`src/rtl/word_aligner_pkg.sv`:
```
// Shared constants and types for the K28.5 word aligner.
// COMMA_* are in decoder input bit order, so they compare directly against O[9:0].
package word_aligner_pkg;

    localparam int WORD_W = 20;
    localparam int SYM_W  = 10;

    localparam logic [SYM_W-1:0] COMMA_NEG = 10'h17C;
    localparam logic [SYM_W-1:0] COMMA_POS = 10'h283;

    typedef enum logic [1:0] {
        HUNT   = 2'd0,
        VERIFY = 2'd1,
        LOCKED = 2'd2
    } align_state_t;

    function automatic logic is_comma(input logic [SYM_W-1:0] sym);
        return (sym == COMMA_NEG) || (sym == COMMA_POS);
    endfunction

endpackage

```
`src/rtl/word_aligner_comma_finder.sv`:
```
// Combinational comma search over every bit offset of the 40-bit window.
// first_k reports the lowest matching offset (0 when nothing matches).
module comma_finder
    import word_aligner_pkg::*;
(
    input  logic [2*WORD_W-1:0] win,
    output logic [WORD_W-1:0]   match,
    output logic [4:0]          first_k,
    output logic                any_hit
);

    for (genvar k = 0; k < WORD_W; k++) begin : g_off
        assign match[k] = is_comma(win[2*WORD_W-1-SYM_W-k -: SYM_W]);
    end

    // Scan downwards so the lowest offset is the last one written.
    always_comb begin
        first_k = '0;
        for (int k = WORD_W - 1; k >= 0; k--) begin
            if (match[k]) first_k = 5'(k);
        end
    end

    assign any_hit = |match;

endmodule

```
`src/rtl/word_aligner.sv`:
```
// Comma-hunting word aligner feeding the 8b10b decoder: locks a bit offset
// so commas land in O[9:0]. Optional stats outputs under WORD_ALIGNER_STATS_EN.
module word_aligner
    import word_aligner_pkg::*;
#(
    parameter int unsigned LOCK_COUNT   = 4,
    parameter int unsigned LOSS_COUNT   = 3,
    parameter int unsigned HUNT_TIMEOUT = 256
) (
    input  logic              Clock,
    input  logic              Reset,
    input  logic [WORD_W-1:0] I,
    input  logic              Resync,
    output logic [WORD_W-1:0] O,
    output logic              Valid,
    output logic              Locked,
    output logic [4:0]        Offset,
    output logic              CommaSeen
`ifdef WORD_ALIGNER_STATS_EN
    ,
    output logic [15:0]       LossCount,
    output logic [15:0]       RealignCount
`endif
);

    localparam int TMR_W = $clog2(HUNT_TIMEOUT + 1);

    logic [WORD_W-1:0]   p_q;
    logic                primed_q;
    logic [2*WORD_W-1:0] window;
    logic [WORD_W-1:0]   match;
    logic [4:0]          first_k;
    logic                any_raw, any_hit, at_off;

    align_state_t        state_q, state_d;
    logic [3:0]          cnt_q, cnt_d, cnt_inc;
    logic [3:0]          miss_q, miss_d, miss_inc;
    logic [TMR_W-1:0]    tmr_q, tmr_d, tmr_inc;
    logic [4:0]          off_d;

    assign window = {p_q, I};

    comma_finder u_finder (
        .win     (window),
        .match   (match),
        .first_k (first_k),
        .any_hit (any_raw)
    );

    // The first word after reset only fills P, so its window is not trusted.
    assign any_hit = primed_q & any_raw;
    assign at_off  = primed_q & match[Offset];

    assign cnt_inc  = (cnt_q  == 4'hF)  ? cnt_q  : cnt_q  + 4'd1;
    assign miss_inc = (miss_q == 4'hF)  ? miss_q : miss_q + 4'd1;
    assign tmr_inc  = (tmr_q  == '1)    ? tmr_q  : tmr_q  + 1'b1;

    always_comb begin
        state_d = state_q;
        cnt_d   = cnt_q;
        miss_d  = miss_q;
        tmr_d   = tmr_q;
        off_d   = Offset;
        if (Resync) begin
            state_d = HUNT;
            cnt_d   = '0;
            miss_d  = '0;
            tmr_d   = '0;
        end else begin
            case (state_q)
                HUNT: begin
                    if (any_hit) begin
                        off_d   = first_k;
                        cnt_d   = 4'd1;
                        tmr_d   = '0;
                        state_d = (LOCK_COUNT <= 1) ? LOCKED : VERIFY;
                    end
                end
                VERIFY: begin
                    if (at_off) begin
                        tmr_d = '0;
                        if (32'(cnt_inc) >= LOCK_COUNT) begin
                            state_d = LOCKED;
                            cnt_d   = '0;
                            miss_d  = '0;
                        end else begin
                            cnt_d = cnt_inc;
                        end
                    end else if (any_hit) begin
                        off_d = first_k;
                        cnt_d = 4'd1;
                        tmr_d = '0;
                    end else if (32'(tmr_inc) >= HUNT_TIMEOUT) begin
                        state_d = HUNT;
                        cnt_d   = '0;
                        tmr_d   = '0;
                    end else begin
                        tmr_d = tmr_inc;
                    end
                end
                LOCKED: begin
                    if (at_off) begin
                        miss_d = '0;
                    end else if (any_hit) begin
                        if (32'(miss_inc) >= LOSS_COUNT) begin
                            state_d = HUNT;
                            miss_d  = '0;
                            cnt_d   = '0;
                            tmr_d   = '0;
                        end else begin
                            miss_d = miss_inc;
                        end
                    end
                end
                default: state_d = HUNT;
            endcase
        end
    end

    always_ff @(posedge Clock or posedge Reset) begin
        if (Reset) begin
            p_q       <= '0;
            primed_q  <= 1'b0;
            state_q   <= HUNT;
            cnt_q     <= '0;
            miss_q    <= '0;
            tmr_q     <= '0;
            Offset    <= '0;
            O         <= '0;
            Valid     <= 1'b0;
            Locked    <= 1'b0;
            CommaSeen <= 1'b0;
        end else begin
            p_q       <= I;
            primed_q  <= 1'b1;
            state_q   <= state_d;
            cnt_q     <= cnt_d;
            miss_q    <= miss_d;
            tmr_q     <= tmr_d;
            Offset    <= off_d;
            O         <= window[(2*WORD_W-1) - int'(Offset) -: WORD_W];
            Valid     <= (state_d == LOCKED);
            Locked    <= (state_d == LOCKED);
            CommaSeen <= any_hit;
        end
    end

`ifdef WORD_ALIGNER_STATS_EN
    logic lost, realign;

    // A VERIFY stay with a new offset is only possible via a candidate restart.
    assign lost    = (state_q == LOCKED) && (state_d == HUNT);
    assign realign = (state_q == VERIFY) && (state_d == VERIFY) && (off_d != Offset);

    always_ff @(posedge Clock or posedge Reset) begin
        if (Reset) begin
            LossCount    <= '0;
            RealignCount <= '0;
        end else begin
            if (lost && LossCount != 16'hFFFF)       LossCount    <= LossCount + 16'd1;
            if (realign && RealignCount != 16'hFFFF) RealignCount <= RealignCount + 16'd1;
        end
    end
`endif

endmodule
```
`config.mk`:
```
export PLATFORM = sky130hd
export DESIGN_NAME = word_aligner
export DESIGN_NICKNAME = d
export VERILOG_FILES = /design/src/rtl/word_aligner_pkg.sv /design/src/rtl/word_aligner_comma_finder.sv /design/src/rtl/word_aligner.sv
export SDC_FILE = /design/constraint.sdc
export NUM_CORES = 1
export LEC_CHECK = 0
export ABC_AREA = 1
export BUFFER_PORTS_ARGS = -buffer_cell sky130_fd_sc_hd__buf_2
export CORE_ASPECT_RATIO = 1.1
export CORE_UTILIZATION = 50
export DETAILED_ROUTE_END_ITERATION = 6
export GPL_ROUTABILITY_DRIVEN = 0
export MAX_ROUTING_LAYER = met4
export PLACE_DENSITY_LB_ADDON = 0.3
export SLEW_MARGIN = 30
export SYNTH_ARGS = -nofsm -noshare
export SYNTH_HDL_FRONTEND = slang
export SYNTH_SLANG_ARGS = --single-unit
```
`constraint.sdc`:
```
create_clock -name Clock -period 2.6 [get_ports Clock]
set_input_delay 0 -clock Clock [delete_from_list [all_inputs] [get_ports Clock]]
set_output_delay 0 -clock Clock [all_outputs]
set_load 0.05 [all_outputs]
```
==> metrics.txt <==
status=complete, no violations; n_diodes=0; Power per Cell Area=801.7 nW/um2; CTS tree=done; clock latency on the worst-skew pair=340 ps; Max VDD drop=807.3 uV; worst-margin pin slew=706.8 ps; Worst setup SP type=input port; skew final=5.643 ps; Worst-path clk slew=50 ps; DRT Wirelength=20,070 um; Post-synth EDFFs=0; Final HPWL DP=15,130 um; commonest non-fill, non-tap cells in the layout=337 x nand2_1, 123 x nor2_1, 107 x inv_1, 107 x o21ai_0, 92 x nand3_1; max-slew violations=0; syn_nets=1,118; Logic pwr share=53.9%; Hold Crit Class=in -> reg; Cell variety after synth=53; most common cell after layout, fill and taps aside=nand2_1; P&R area growth vs syn=15.33%; Placeable Area=12,640 um2; fmax=417.8 MHz; Num CTS Buffers=9; Worst Hold Depth=4; H-Tree Depth=3; MaxCap Viol Count=0; initial DRC count=789; register area share after synthesis=25.81%; antenna violations before repair=0; Synth Instances=1,087; Slew headroom=52.26%; IO Pins=51; Post-CTS Setup Bufs=0; Final Non-Filler Cells=1,307; row cnt=43; Synth warnings=0; CTS max path bufs=2; # clock sinks=67; grt ovf=0; TritonRoute pass-1 iters=6; drt via density=5.691; sequential share of power=22.1%; layout cell share with drive strength beyond 1=13.39%; Die X=110.7 um; Final min period=2394 ps; final cycle utilization of the critical path=92.06%; leakage=3.777 nW; Worst EP arrival=2610 ps; largest net degree at the start of global routing=77; DRT antenna net count=0; RSZ-0062 raised after global routing=no; NumNets Final=1,176; Root Buffer=clkbuf_16; Post-Route Setup TNS=0 ps; final setup fails=0; Synth async-reset ratio=100.0%; starting density of the core=51.37%; DR vias=7,438; die area=13,450 um2; Placed Cells=1,270; crit path kind=in -> reg; port bufs=50; Avg Cell Area, Syn=5.975 um2; Worst Setup End Kind=flip-flop; number of global-route vias before repair=6,776; Final Hold Vio Count=0; Worst EP required=2820 ps; Internal Power=3.089 mW; switching power total=2.917 mW; GR Util All Layers=31.37%; die height=121.5 um; switching part of the total power=48.57%; Top FF cell, synth=dfrtp_1; Worst R2R Path Depth=18; Residual DRC=0; cell area after synthesis=6495 um2; post-synthesis register bit count=67; worst-path fanout max=9; clock power share=23.9%; first-pass GRT wire length=32,900 um; WL/cell=15.35 um
## final timing paths
check	start	endpoint	slack [ps]
min reg2reg	cnt_q[3]	cnt_q[3]	500
max	I[14]	Offset[1]	210
min	Resync	state_q[0]	30
max in group asynchronous	Reset	p_q[7]	1570
max reg2reg	p_q[2]	Offset[1]	260
min in group asynchronous	Reset	O[7]	310
## cell type report
type | instances | area, um2
clock inverters | 7 | 123.9
flip-flops and latches | 67 | 1680
multi-input cells | 853 | 4182
inverters | 128 | 485.5
repair buffers | 86 | 598.1
clock buffers | 9 | 225.2
fillers | 1195 | 5152
well taps | 157 | 196.4
## per-stage QoR
step / worst slack [ps] / cell area, um2 / hold WS (ps) / total power [mW] / utilization [%]
2_1_floorplan: 65.33 / 6499 / 31.43 / 3.676 / -
5_1_grt: 9.345 / 7491 / 43.83 / 6.392 / 59.25
3_5_place_dp: 182.8 / 6900 / 141.9 / 4.485 / 54.58
3_3_place_gp: 137.4 / 6900 / 142.8 / 4.475 / 54.58
4_1_cts: 149.8 / 7460 / 19.11 / 5.953 / 59.00
6_report: 206.4 / 7491 / 29.50 / 6.006 / 59.25
## Yosys cell counts, drive strengths merged, types with 8 or more instances
| master | n | area, um2 |
|---|---|---|
| a21oi | 20 | 107.6 |
| a31oi | 9 | 56.30 |
| buf | 23 | 122.6 |
| clkbuf | 16 | 61.30 |
| dfrtp | 67 | 1677 |
| ha | 8 | 100.1 |
| inv | 125 | 474.2 |
| mux2i | 16 | 160.2 |
| nand2 | 350 | 1364 |
| nand3 | 98 | 515.5 |
| nand3b | 10 | 78.82 |
| nand4 | 22 | 143.9 |
| nor2 | 135 | 526.8 |
| nor3 | 14 | 75.07 |
| o21ai | 124 | 650.6 |
| o22ai | 8 | 56.30 |
## layer usage
metal / up-vias / track usage (%) / routed length (um)
li1: 3679 / - / -
met5: - / - / 0
met2: 410 / 49.22 / 9105
met3: 69 / 5.124 / 1694
met4: 0 / 15.50 / 734
met1: 3280 / 39.51 / 8533
## registers in the layout, summed over array words and instances, names as in the netlist
| signal | cells |
|---|---|
| CommaSeen | 1 |
| Locked | 1 |
| O | 20 |
| Offset | 5 |
| cnt_q | 4 |
| miss_q | 4 |
| p_q | 20 |
| primed_q | 1 |
| state_q | 2 |
| tmr_q | 9 |
## worst max-delay path, cell delays in order
cell and delay [ps]:
dlygate4sd3_1 530, buf_2 200, inv_2 140, nand2_1 100
nor2_2 170, nand3_1 150, nand3_1 100, nand3_1 80
nand2_1 120, nand2_1 70, nand3_1 80, nand2_1 70
nand2_2 130, nand2_4 120, inv_4 90, nand2_1 60
nand2_2 90, inv_1 110, nand3_1 110, o21ai_1 60
## power by group through the flow
stage | combinational, mW | clock, mW | sequential [mW]
after floorplan | 1.76 | 0 | 1.92
after global placement | 3.13 | 0 | 1.34
after detailed placement | 3.14 | 0 | 1.35
after CTS | 3.18 | 1.45 | 1.33
after global routing | 3.54 | 1.50 | 1.35
final | 3.24 | 1.44 | 1.33
## cells by family (layout without fill, tap and decap cells)
group	after synthesis	in the layout	synth area share [%]
AO/OA/AOI/OAI	188	188	17.05
XOR/XNOR	2	2	0.2697
adder cells (fa/ha/maj)	8	8	1.541
buffers and inverters	167	230	10.31
flip-flops	67	67	25.81
multiplexers	16	16	2.466
other	1	1	0.05774
AND/OR/NAND/NOR	638	638	42.50
## timing repair
item	CTS	global route
setup endpoints to repair	0	16
hold buffers	21	0
hold endpoints to repair	50	0
gates resized for setup	0	15
No activity file was read; power rests on OpenSTA's default activity.
